### config.mk
export PLATFORM = sky130hd
export DESIGN_NAME = btn_press_classifier_flat
export DESIGN_NICKNAME = d
export VERILOG_FILES = /design/src/rtl/btn_press_classifier_if.sv /design/src/rtl/btn_press_classifier.sv /design/src/flat_wrapper.sv
export SDC_FILE = /design/constraint.sdc
export NUM_CORES = 1
export LEC_CHECK = 0
export ABC_AREA = 1
export CORE_MARGIN = 3
export CORE_UTILIZATION = 35
export DETAILED_ROUTE_END_ITERATION = 8
export DONT_BUFFER_PORTS = 1
export PLACE_DENSITY_LB_ADDON = 0.3
export SLEW_MARGIN = 5
export SYNTH_ARGS = -nofsm -noshare
export SYNTH_HDL_FRONTEND = slang
export SYNTH_SLANG_ARGS = --single-unit
export TNS_END_PERCENT = 1
### constraint.sdc
create_clock -name clk -period 1.88 [get_ports clk]
set_input_delay 0.094 -clock clk [delete_from_list [all_inputs] [get_ports clk]]
set_output_delay 0.094 -clock clk [all_outputs]
set_load 0.01 [all_outputs]
### src/rtl/btn_press_classifier_if.sv
// ============================================================================
// Module      : btn_press_classifier_if
// Description : Button-in / event-pulse-out bundle for btn_press_classifier.
// Revision    : 1.0 - initial release
// ============================================================================
`default_nettype none

interface btn_press_classifier_if;
    logic tick;
    logic db_btn;
    logic press_pulse;
    logic short_pulse;
    logic long_pulse;
    logic double_pulse;
    logic held;
    logic repeat_pulse;

    modport master (
        output tick,
        output db_btn,
        input  press_pulse,
        input  short_pulse,
        input  long_pulse,
        input  double_pulse,
        input  held,
        input  repeat_pulse
    );

    modport slave (
        input  tick,
        input  db_btn,
        output press_pulse,
        output short_pulse,
        output long_pulse,
        output double_pulse,
        output held,
        output repeat_pulse
    );
endinterface

`default_nettype wire

### src/rtl/btn_press_classifier.sv
// ============================================================================
// Module      : btn_press_classifier
// Description : Classifies debounced presses as short/long/double and emits
//               one-clk event pulses. Define BTN_REPEAT_EN for auto-repeat.
// Revision    : 1.0 - initial release
// ============================================================================
`default_nettype none

module btn_press_classifier #(
    parameter int LONG_TICKS   = 100,
    parameter int DOUBLE_TICKS = 25,
    parameter int REPEAT_TICKS = 10
) (
    input  wire logic               clk,
    input  wire logic               reset,
    btn_press_classifier_if.slave   bus
);

    localparam int c_MAX_LD  = (LONG_TICKS > DOUBLE_TICKS) ? LONG_TICKS : DOUBLE_TICKS;
    localparam int c_CNT_MAX = (c_MAX_LD > REPEAT_TICKS) ? c_MAX_LD : REPEAT_TICKS;
    localparam int c_CNT_W   = $clog2(c_CNT_MAX + 1);

    localparam logic [c_CNT_W-1:0] c_CNT_ONE   = c_CNT_W'(1);
    localparam logic [c_CNT_W-1:0] c_CNT_SAT   = {c_CNT_W{1'b1}};
    localparam logic [c_CNT_W-1:0] c_LONG_LAST = c_CNT_W'(LONG_TICKS - 1);
    localparam logic [c_CNT_W-1:0] c_DBL_LAST  = c_CNT_W'(DOUBLE_TICKS - 1);
`ifdef BTN_REPEAT_EN
    localparam logic [c_CNT_W-1:0] c_REP_LAST  = c_CNT_W'(REPEAT_TICKS - 1);
`endif

    localparam logic [2:0] c_IDLE           = 3'd0;
    localparam logic [2:0] c_PRESSED        = 3'd1;
    localparam logic [2:0] c_LONG_HELD      = 3'd2;
    localparam logic [2:0] c_WAIT_SECOND    = 3'd3;
    localparam logic [2:0] c_SECOND_PRESSED = 3'd4;

    logic [2:0]         state_q, state_d;
    logic [c_CNT_W-1:0] cnt_q, cnt_d;
    logic               prev_q;
    logic               held_q;
    logic               press_q, press_d;
    logic               short_q, short_d;
    logic               long_q, long_d;
    logic               double_q, double_d;
    logic               rise_w, fall_w;

    assign rise_w =  bus.db_btn & ~prev_q;
    assign fall_w = ~bus.db_btn &  prev_q;

`ifdef BTN_REPEAT_EN
    logic repeat_q, repeat_d;
`endif

    // Every transition below clears cnt, which also drops a coincident tick.
    always_comb begin
        state_d  = state_q;
        cnt_d    = (bus.tick && (cnt_q != c_CNT_SAT)) ? (cnt_q + c_CNT_ONE) : cnt_q;
        press_d  = rise_w;
        short_d  = 1'b0;
        long_d   = 1'b0;
        double_d = 1'b0;
`ifdef BTN_REPEAT_EN
        repeat_d = 1'b0;
`endif
        case (state_q)
            c_IDLE: begin
                if (rise_w) begin
                    state_d = c_PRESSED;
                    cnt_d   = '0;
                end
            end
            c_PRESSED: begin
                if (fall_w) begin
                    state_d = c_WAIT_SECOND;
                    cnt_d   = '0;
                end else if (bus.tick && (cnt_q == c_LONG_LAST)) begin
                    state_d = c_LONG_HELD;
                    cnt_d   = '0;
                    long_d  = 1'b1;
                end
            end
            c_LONG_HELD: begin
                if (fall_w) begin
                    state_d = c_IDLE;
                    cnt_d   = '0;
                end
`ifdef BTN_REPEAT_EN
                else if (bus.tick && (cnt_q == c_REP_LAST)) begin
                    cnt_d    = '0;
                    repeat_d = 1'b1;
                end
`endif
            end
            c_WAIT_SECOND: begin
                if (rise_w) begin
                    state_d  = c_SECOND_PRESSED;
                    cnt_d    = '0;
                    double_d = 1'b1;
                end else if (bus.tick && (cnt_q == c_DBL_LAST)) begin
                    state_d = c_IDLE;
                    cnt_d   = '0;
                    short_d = 1'b1;
                end
            end
            c_SECOND_PRESSED: begin
                if (fall_w) begin
                    state_d = c_IDLE;
                    cnt_d   = '0;
                end
            end
            default: begin
                state_d = c_IDLE;
                cnt_d   = '0;
            end
        endcase
    end

    // prev resets high so a button held through reset is not seen as a press.
    always_ff @(posedge clk or posedge reset) begin
        if (reset) begin
            state_q  <= c_IDLE;
            cnt_q    <= '0;
            prev_q   <= 1'b1;
            held_q   <= 1'b0;
            press_q  <= 1'b0;
            short_q  <= 1'b0;
            long_q   <= 1'b0;
            double_q <= 1'b0;
        end else begin
            state_q  <= state_d;
            cnt_q    <= cnt_d;
            prev_q   <= bus.db_btn;
            held_q   <= bus.db_btn;
            press_q  <= press_d;
            short_q  <= short_d;
            long_q   <= long_d;
            double_q <= double_d;
        end
    end

`ifdef BTN_REPEAT_EN
    always_ff @(posedge clk or posedge reset) begin
        if (reset) begin
            repeat_q <= 1'b0;
        end else begin
            repeat_q <= repeat_d;
        end
    end
    assign bus.repeat_pulse = repeat_q;
`else
    assign bus.repeat_pulse = 1'b0;
`endif

    assign bus.press_pulse  = press_q;
    assign bus.short_pulse  = short_q;
    assign bus.long_pulse   = long_q;
    assign bus.double_pulse = double_q;
    assign bus.held         = held_q;

endmodule

`default_nettype wire

### src/flat_wrapper.sv
// flat-port wrapper written by rule: the top's interface ports become plain ports
module btn_press_classifier_flat 
#(
    parameter int LONG_TICKS   = 100,
    parameter int DOUBLE_TICKS = 25,
    parameter int REPEAT_TICKS = 10
)
  (clk, reset, bus_tick, bus_db_btn, bus_press_pulse, bus_short_pulse, bus_long_pulse, bus_double_pulse, bus_held, bus_repeat_pulse);
  btn_press_classifier_if bus_i ();
  input  wire logic clk;
  input  wire logic reset;
  input wire logic [$bits(bus_i.tick)-1:0] bus_tick;
  input wire logic [$bits(bus_i.db_btn)-1:0] bus_db_btn;
  output wire logic [$bits(bus_i.press_pulse)-1:0] bus_press_pulse;
  output wire logic [$bits(bus_i.short_pulse)-1:0] bus_short_pulse;
  output wire logic [$bits(bus_i.long_pulse)-1:0] bus_long_pulse;
  output wire logic [$bits(bus_i.double_pulse)-1:0] bus_double_pulse;
  output wire logic [$bits(bus_i.held)-1:0] bus_held;
  output wire logic [$bits(bus_i.repeat_pulse)-1:0] bus_repeat_pulse;
  assign bus_i.tick = bus_tick;
  assign bus_i.db_btn = bus_db_btn;
  assign bus_press_pulse = bus_i.press_pulse;
  assign bus_short_pulse = bus_i.short_pulse;
  assign bus_long_pulse = bus_i.long_pulse;
  assign bus_double_pulse = bus_i.double_pulse;
  assign bus_held = bus_i.held;
  assign bus_repeat_pulse = bus_i.repeat_pulse;
  btn_press_classifier #(.LONG_TICKS(LONG_TICKS), .DOUBLE_TICKS(DOUBLE_TICKS), .REPEAT_TICKS(REPEAT_TICKS)) u_core (.clk(clk), .reset(reset), .bus(bus_i));
endmodule
==> results of run 1 <==
-- what timing repair did --
action | 4_1_cts | 5_1_grt
endpoints found under the setup margin | 0 | 0
endpoints found under the hold margin | 19 | 0
hold buffers | 2 | 0
-- worst register-to-register path: stages, from the launching register on --
cell and delay (ns):
dfrtp_1 0.42, inv_1 0.10, ha_1 0.15, inv_1 0.05
nor2_2 0.11, nand2_2 0.08, a21oi_2 0.20, nand2_2 0.10
nand2_1 0.06, nand2_1 0.05
-- layout by cell type (no fill, tap or decap), drive strengths merged --
cell          n
dfstp         1
dfrtp        15
inv          23
nor3          3
a21oi         2
o21ai         5
clkbuf        4
nand2        34
ha            2
dlygate4sd3   2
xor2          2
nand3        13
conb          1
nor2         23
-- per-layer routing --
metal,track usage,vias to the layer above
met3,0.0417,2
met2,0.183,10
met1,0.133,332
met5,0,-
met4,0.0364,0
li1,-,384
-- cell type report --
cell class,instances,area (µm²),share of cell area
Multi-Input combinational cell,85,469,0.451
Sequential cell,16,402,0.386
Inverter,23,86.3,0.0829
Tap cell,30,37.5,0.0361
Clock buffer,4,26.3,0.0252
Timing Repair Buffer,2,20.0,0.0192
-- worst paths after layout --
path / slack (ns) / startpoint / cells past startpoint / endpoint
max: 0.44 / u_core.cnt_q[0] / 9 / u_core.state_q[0]
min: 0.03 / bus_tick / 4 / u_core.cnt_q[6]
max reg2reg: 0.44 / u_core.cnt_q[0] / 9 / u_core.state_q[0]
min reg2reg: 0.51 / u_core.state_q[2] / 2 / u_core.state_q[2]
max in group asynchronous: 1.17 / reset / 2 / u_core.state_q[1]
min in group asynchronous: 0.31 / reset / 2 / u_core.cnt_q[2]
-- registers in the layout (all words and copies together) (netlist names) --
register and count:
u_core.bus.short_pulse 1, u_core.prev_q 1, u_core.bus.held 1, u_core.cnt_q 7
u_core.bus.long_pulse 1, u_core.bus.double_pulse 1, u_core.bus.press_pulse 1, u_core.state_q 3
-- synth_stat cells (all sizes together) --
cell   number
ha          2
dfstp       1
conb        1
nor2       23
nor3        3
xor2        2
inv        23
dfrtp      15
a21oi       2
o21ai       5
nand2      34
nand3      13
buf         1
-- stage by stage --
step	util	std cells	total power, mW
2_1_floorplan	-	125	1.01
3_3_place_gp	0.391	154	1.10
3_5_place_dp	0.391	154	1.11
4_1_cts	0.409	160	1.31
5_1_grt	0.409	160	1.41
6_report	0.409	160	1.28
-- power groups by stage --
stage          Combinational [mW]  Sequential, mW  Clock (mW)
4_1_cts                     0.618           0.491       0.200
3_5_place_dp                0.611           0.498           0
6_report                    0.607           0.491       0.186
3_3_place_gp                0.602           0.495           0
2_1_floorplan               0.532           0.481           0
5_1_grt                     0.695           0.503       0.209
-- cell families after synthesis --
family | share of synthesized area
other cells | 0.00389
fa+ha+maj | 0.0259
xor+xnor | 0.0182
simple gates | 0.387
compound gates | 0.0519
flops | 0.416
buf+inv | 0.0973
==> flow_metrics.env, run 1 <==
export IMPL_nNetsFinal=137
export IMPL_start_util=0.379
export IMPL_grt_pass1_wl_um=2930
export IMPL_layout_drive_gt1_share=0.223
export IMPL_cts_tree="yes"
export IMPL_vias_per_cell=4.55
export IMPL_required_ns=2.05
export IMPL_syn_area_per_cell_um2=7.72
export IMPL_gr_total_overflow=0
export IMPL_clkLatencyLatePin_ns=0.29
export IMPL_pin_count=10
export IMPL_clk_pin_slew_ns=0.09
export IMPL_layout_setup_ws_ns=0.439
export IMPL_area_growth_pct=7.91
export IMPL_slew_headroom=0.598
export IMPL_outcome="finished clean"
export IMPL_drv_slew=0
export IMPL_wl_per_cell_um=9.99
export IMPL_endpoint_kind="flip-flop"
export IMPL_worst_path_buf_inv=2
export IMPL_wl_met3_um=58
export IMPL_hold_slack_ns=0.0299
export IMPL_setup_viol=0
export IMPL_cts_resized=0
export IMPL_first_global_vias=690
export IMPL_ys_seq_elements=16
export IMPL_cts_sinks=16
export IMPL_max_freq_ghz=0.694
export IMPL_p_leak_nw=0.509
export IMPL_root_buffer="clkbuf_4"
export IMPL_setup_tns_ns=0
export IMPL_antenna_left=0
export IMPL_comb_power_share=0.473
export IMPL_ys_seq_area_frac=0.416
export IMPL_crit_fanout=4
export IMPL_ir_drop_mv=0.941
export IMPL_final_hold_viol_count=0
export IMPL_drtIter0Drc=10
export IMPL_power_frac_seq=0.382
export IMPL_design_area_um2=1040
export IMPL_cp_arrival_ns=1.61
export IMPL_route_met2_wl_um=785
export IMPL_switching_share=0.444
export IMPL_port_buffer_count=0
export IMPL_critical_path_top_delay_family="flip-flops"
export IMPL_place_congestion=0.806
export IMPL_ys_warn_count=0
export IMPL_vias=728
export IMPL_period_minus_slack_ns=1.44
export IMPL_synth_distinct_cells=22
export IMPL_max_stage_delay_ns=0.42
export IMPL_top_layer="met4"
export IMPL_die_x_um=58.5
export IMPL_drt_pass1_iterations=5
export IMPL_antenna_found_initial=0
export IMPL_critPathSlowestCell="dfrtp_1"
export IMPL_fin_crit_sh=0.766
export IMPL_clockPowerShare=0.145
export IMPL_nFillCells=282
export IMPL_grt_start_max_net_pins=17
export IMPL_startpoint_type="flip-flop"
export IMPL_netlist_area_leader_share=0.389
export IMPL_hpwl_um=1260
export IMPL_cts_setup_buffers=0
export IMPL_synthesis_nets=131
export IMPL_rsz0062_at_grt="no"
export IMPL_grtUsageTotal=0.111
export IMPL_die_h_um=58.5
export IMPL_critPathKind="reg -> reg"
export IMPL_die_area_um2=3420
export IMPL_skew_ns=0.00990
export IMPL_drv_cap=0
export IMPL_syn_cell_area_um2=965
export IMPL_synth_area_leaders="dfrtp_1 (39%), nand2_1 (11%), inv_1 (7.8%)"
export IMPL_max_slew_worst_pin_slew_ns=0.602
export IMPL_min_path_type="in -> reg"
export IMPL_pre_cts_ws_ns=0.456
export IMPL_wl_met1_um=742
export IMPL_synthCells=125
export IMPL_row_count=18
export IMPL_wirelength_um=1600
export IMPL_h_tree_depth=1
export IMPL_cts_buffers=3
export IMPL_core_area_um2=2540
export IMPL_drc=0
export IMPL_internal_power_mw=0.715
export IMPL_diodes=0
export IMPL_clk_path_buf_depth=2
export IMPL_power_density_nw_per_um2=1230
export IMPL_yosysTopAreaCell="dfrtp_1"
export IMPL_worstPathCellList="inv_1 > ha_1 > inv_1 > nor2_2 > nand2_2 > a21oi_2 > nand2_2 > nand2_1 > nand2_1"
export IMPL_placedInstanceArea_um2=995
export IMPL_power_switching_mw=0.570
(Power assumes the default switching activity.)
==> inputs of run 2 (changes only) <==
==> constraint.sdc (replaced) <==
create_clock -name clk -period 1.2 [get_ports clk]
set_input_delay 0.06 -clock clk [delete_from_list [all_inputs] [get_ports clk]]
set_output_delay 0.06 -clock clk [all_outputs]
set_load 0.01 [all_outputs]
==> run 2 against run 1 <==
Against the previous run: the run now ends with setup timing left; clock-buffer cell count unchanged; design area increased by 16%; via count increased by 8.8%; setup slack got worse by 0.60 ns; die area unchanged; combinational power increased by 94%; core utilization increased by 6.5 points; power increased by 79%; sequential cell count unchanged; critical path type unchanged; critical endpoint is now u_core.cnt_q[1]; largest cell class unchanged.
==> flow_metrics.env, run 2 (synthesis results as in run 1) <==
export IMPL_outcome="complete, but fails checks"
export IMPL_violations="setup timing"
export IMPL_drt_pass1_iterations=4
export IMPL_drv_cap=0
export IMPL_final_hold_viol_count=0
export IMPL_design_area_um2=1210
export IMPL_clk_path_buf_depth=2
export IMPL_max_slew_worst_pin_slew_ns=0.596
export IMPL_setup_viol=12
export IMPL_startpoint_type="flip-flop"
export IMPL_crit_fanout=7
export IMPL_root_buffer="clkbuf_4"
export IMPL_cts_sinks=16
export IMPL_skew_ns=0.00300
export IMPL_die_area_um2=3420
export IMPL_layout_drive_gt1_share=0.396
export IMPL_vias_per_cell=4.55
export IMPL_wl_per_cell_um=10.0
export IMPL_grtUsageTotal=0.120
export IMPL_clkLatencyLatePin_ns=0.28
export IMPL_ir_drop_mv=1.10
export IMPL_nNetsFinal=151
export IMPL_die_x_um=58.5
export IMPL_cts_tree="yes"
export IMPL_rsz0062_at_grt="yes"
export IMPL_row_count=18
export IMPL_layout_commonest_cell="nand2_1"
export IMPL_cp_arrival_ns=1.53
export IMPL_drc=0
export IMPL_place_congestion=0.825
export IMPL_port_buffer_count=0
export IMPL_placedInstanceArea_um2=1070
export IMPL_endpoint_kind="flip-flop"
export IMPL_largest_reg_flops=7
export IMPL_area_growth_pct=25.0
export IMPL_h_tree_depth=1
export IMPL_gr_total_overflow=0
export IMPL_final_core_util=0.474
export IMPL_reg_top3="u_core.cnt_q x7, u_core.state_q x3"
export IMPL_pre_cts_ws_ns=-0.220
export IMPL_critPathKind="reg -> reg"
export IMPL_start_util=0.379
export IMPL_hpwl_um=1340
export IMPL_max_freq_ghz=0.737
export IMPL_grt_start_max_net_pins=17
export IMPL_vias=792
export IMPL_hold_slack_ns=0.00780
export IMPL_pin_count=10
export IMPL_min_path_type="in -> reg"
export IMPL_period_minus_slack_ns=1.36
export IMPL_antenna_found_initial=0
export IMPL_die_h_um=58.5
export IMPL_power_density_nw_per_um2=1910
export IMPL_cts_buffers=3
export IMPL_p_total_mw=2.30
export IMPL_drv_slew=0
export IMPL_p_leak_nw=0.582
export IMPL_fin_crit_sh=1.13
export IMPL_antenna_left=0
export IMPL_wirelength_um=1740
export IMPL_clk_pin_slew_ns=0.09
export IMPL_final_cell_mix="nand2_1 (26), inv_1 (17), dfrtp_1 (15)"
export IMPL_top_register="u_core.cnt_q"
export IMPL_first_global_vias=754
export IMPL_grt_pass1_wl_um=3080
export IMPL_core_area_um2=2540
export IMPL_layout_setup_ws_ns=-0.156
export IMPL_nFillCells=262
export IMPL_required_ns=1.38
export IMPL_drtIter0Drc=22
export IMPL_slew_headroom=0.602
export IMPL_diodes=0
## run 2: cell count changes in the layout (fill, tap and decap cells not counted), moves of 3 or more
cell | before | now
buf_4 | 0 | 14
nor2_1 | 11 | 7
nor2_2 | 10 | 14
inv_1 | 20 | 17
o21ai_0 | 4 | 1
o21ai_1 | 0 | 3
## run 2: layout make-up
class	count	area, µm²	area share
clock buffers	4	36.3	0.0301
inverters	23	88.8	0.0737
multi-input cells	85	517	0.428
flip-flops and latches	16	402	0.333
well taps	30	37.5	0.0311
repair buffers	16	125	0.104
## run 2: power by group
part           total [mW]  switching [mW]  internal (mW)
clock network       0.350           0.165          0.185
registers           0.767           0.120          0.647
logic                1.18           0.700          0.484
total                2.30           0.984           1.32
## run 2: critical path, stage by stage, from the launching register on
cell	delay (ns)
dfrtp_1	0.42
inv_2	0.09
ha_4	0.12
inv_2	0.03
nor2_2	0.08
nand2_2	0.10
nand2_2	0.09
o21ai_4	0.07
nor2_8	0.17
nor2_2	0.06
## run 2: timing repair
item / 4_1_cts / 5_1_grt
endpoints found under the setup margin: 12 / 12
pin swaps: 10 / 4
hold buffers: 2 / 0
resized for setup: 11 / 6
setup buffers: 4 / 0
endpoints found under the hold margin: 19 / 0
## run 2: path summary, 6_finish.rpt
kind                              startpoint           endpoint  slack, ns  cells past startpoint
max                          u_core.cnt_q[0]    u_core.cnt_q[1]      -0.16                      9
min                                 bus_tick    u_core.cnt_q[6]      0.008                      4
max reg2reg                  u_core.cnt_q[0]    u_core.cnt_q[1]      -0.16                      9
min reg2reg                u_core.state_q[1]  u_core.state_q[1]       0.56                      2
max in group asynchronous              reset    u_core.bus.held       0.54                      2
min in group asynchronous              reset    u_core.cnt_q[0]       0.27                      2
## run 2: routing by layer
layer	global-route usage	vias to the layer above	routed length [µm]
met2	0.207	9	900
met5	0	-	0
met1	0.130	365	756
li1	-	414	-
met4	0.0762	0	39
met3	0.0307	4	48
## run 2: metrics by stage
step                      TNS (ns)  std cells
after floorplan             -0.557        125
after global placement       -1.50        164
after detailed placement     -1.98        164
after CTS                    -1.87        174
after global routing         -2.59        174
final                        -1.41        174
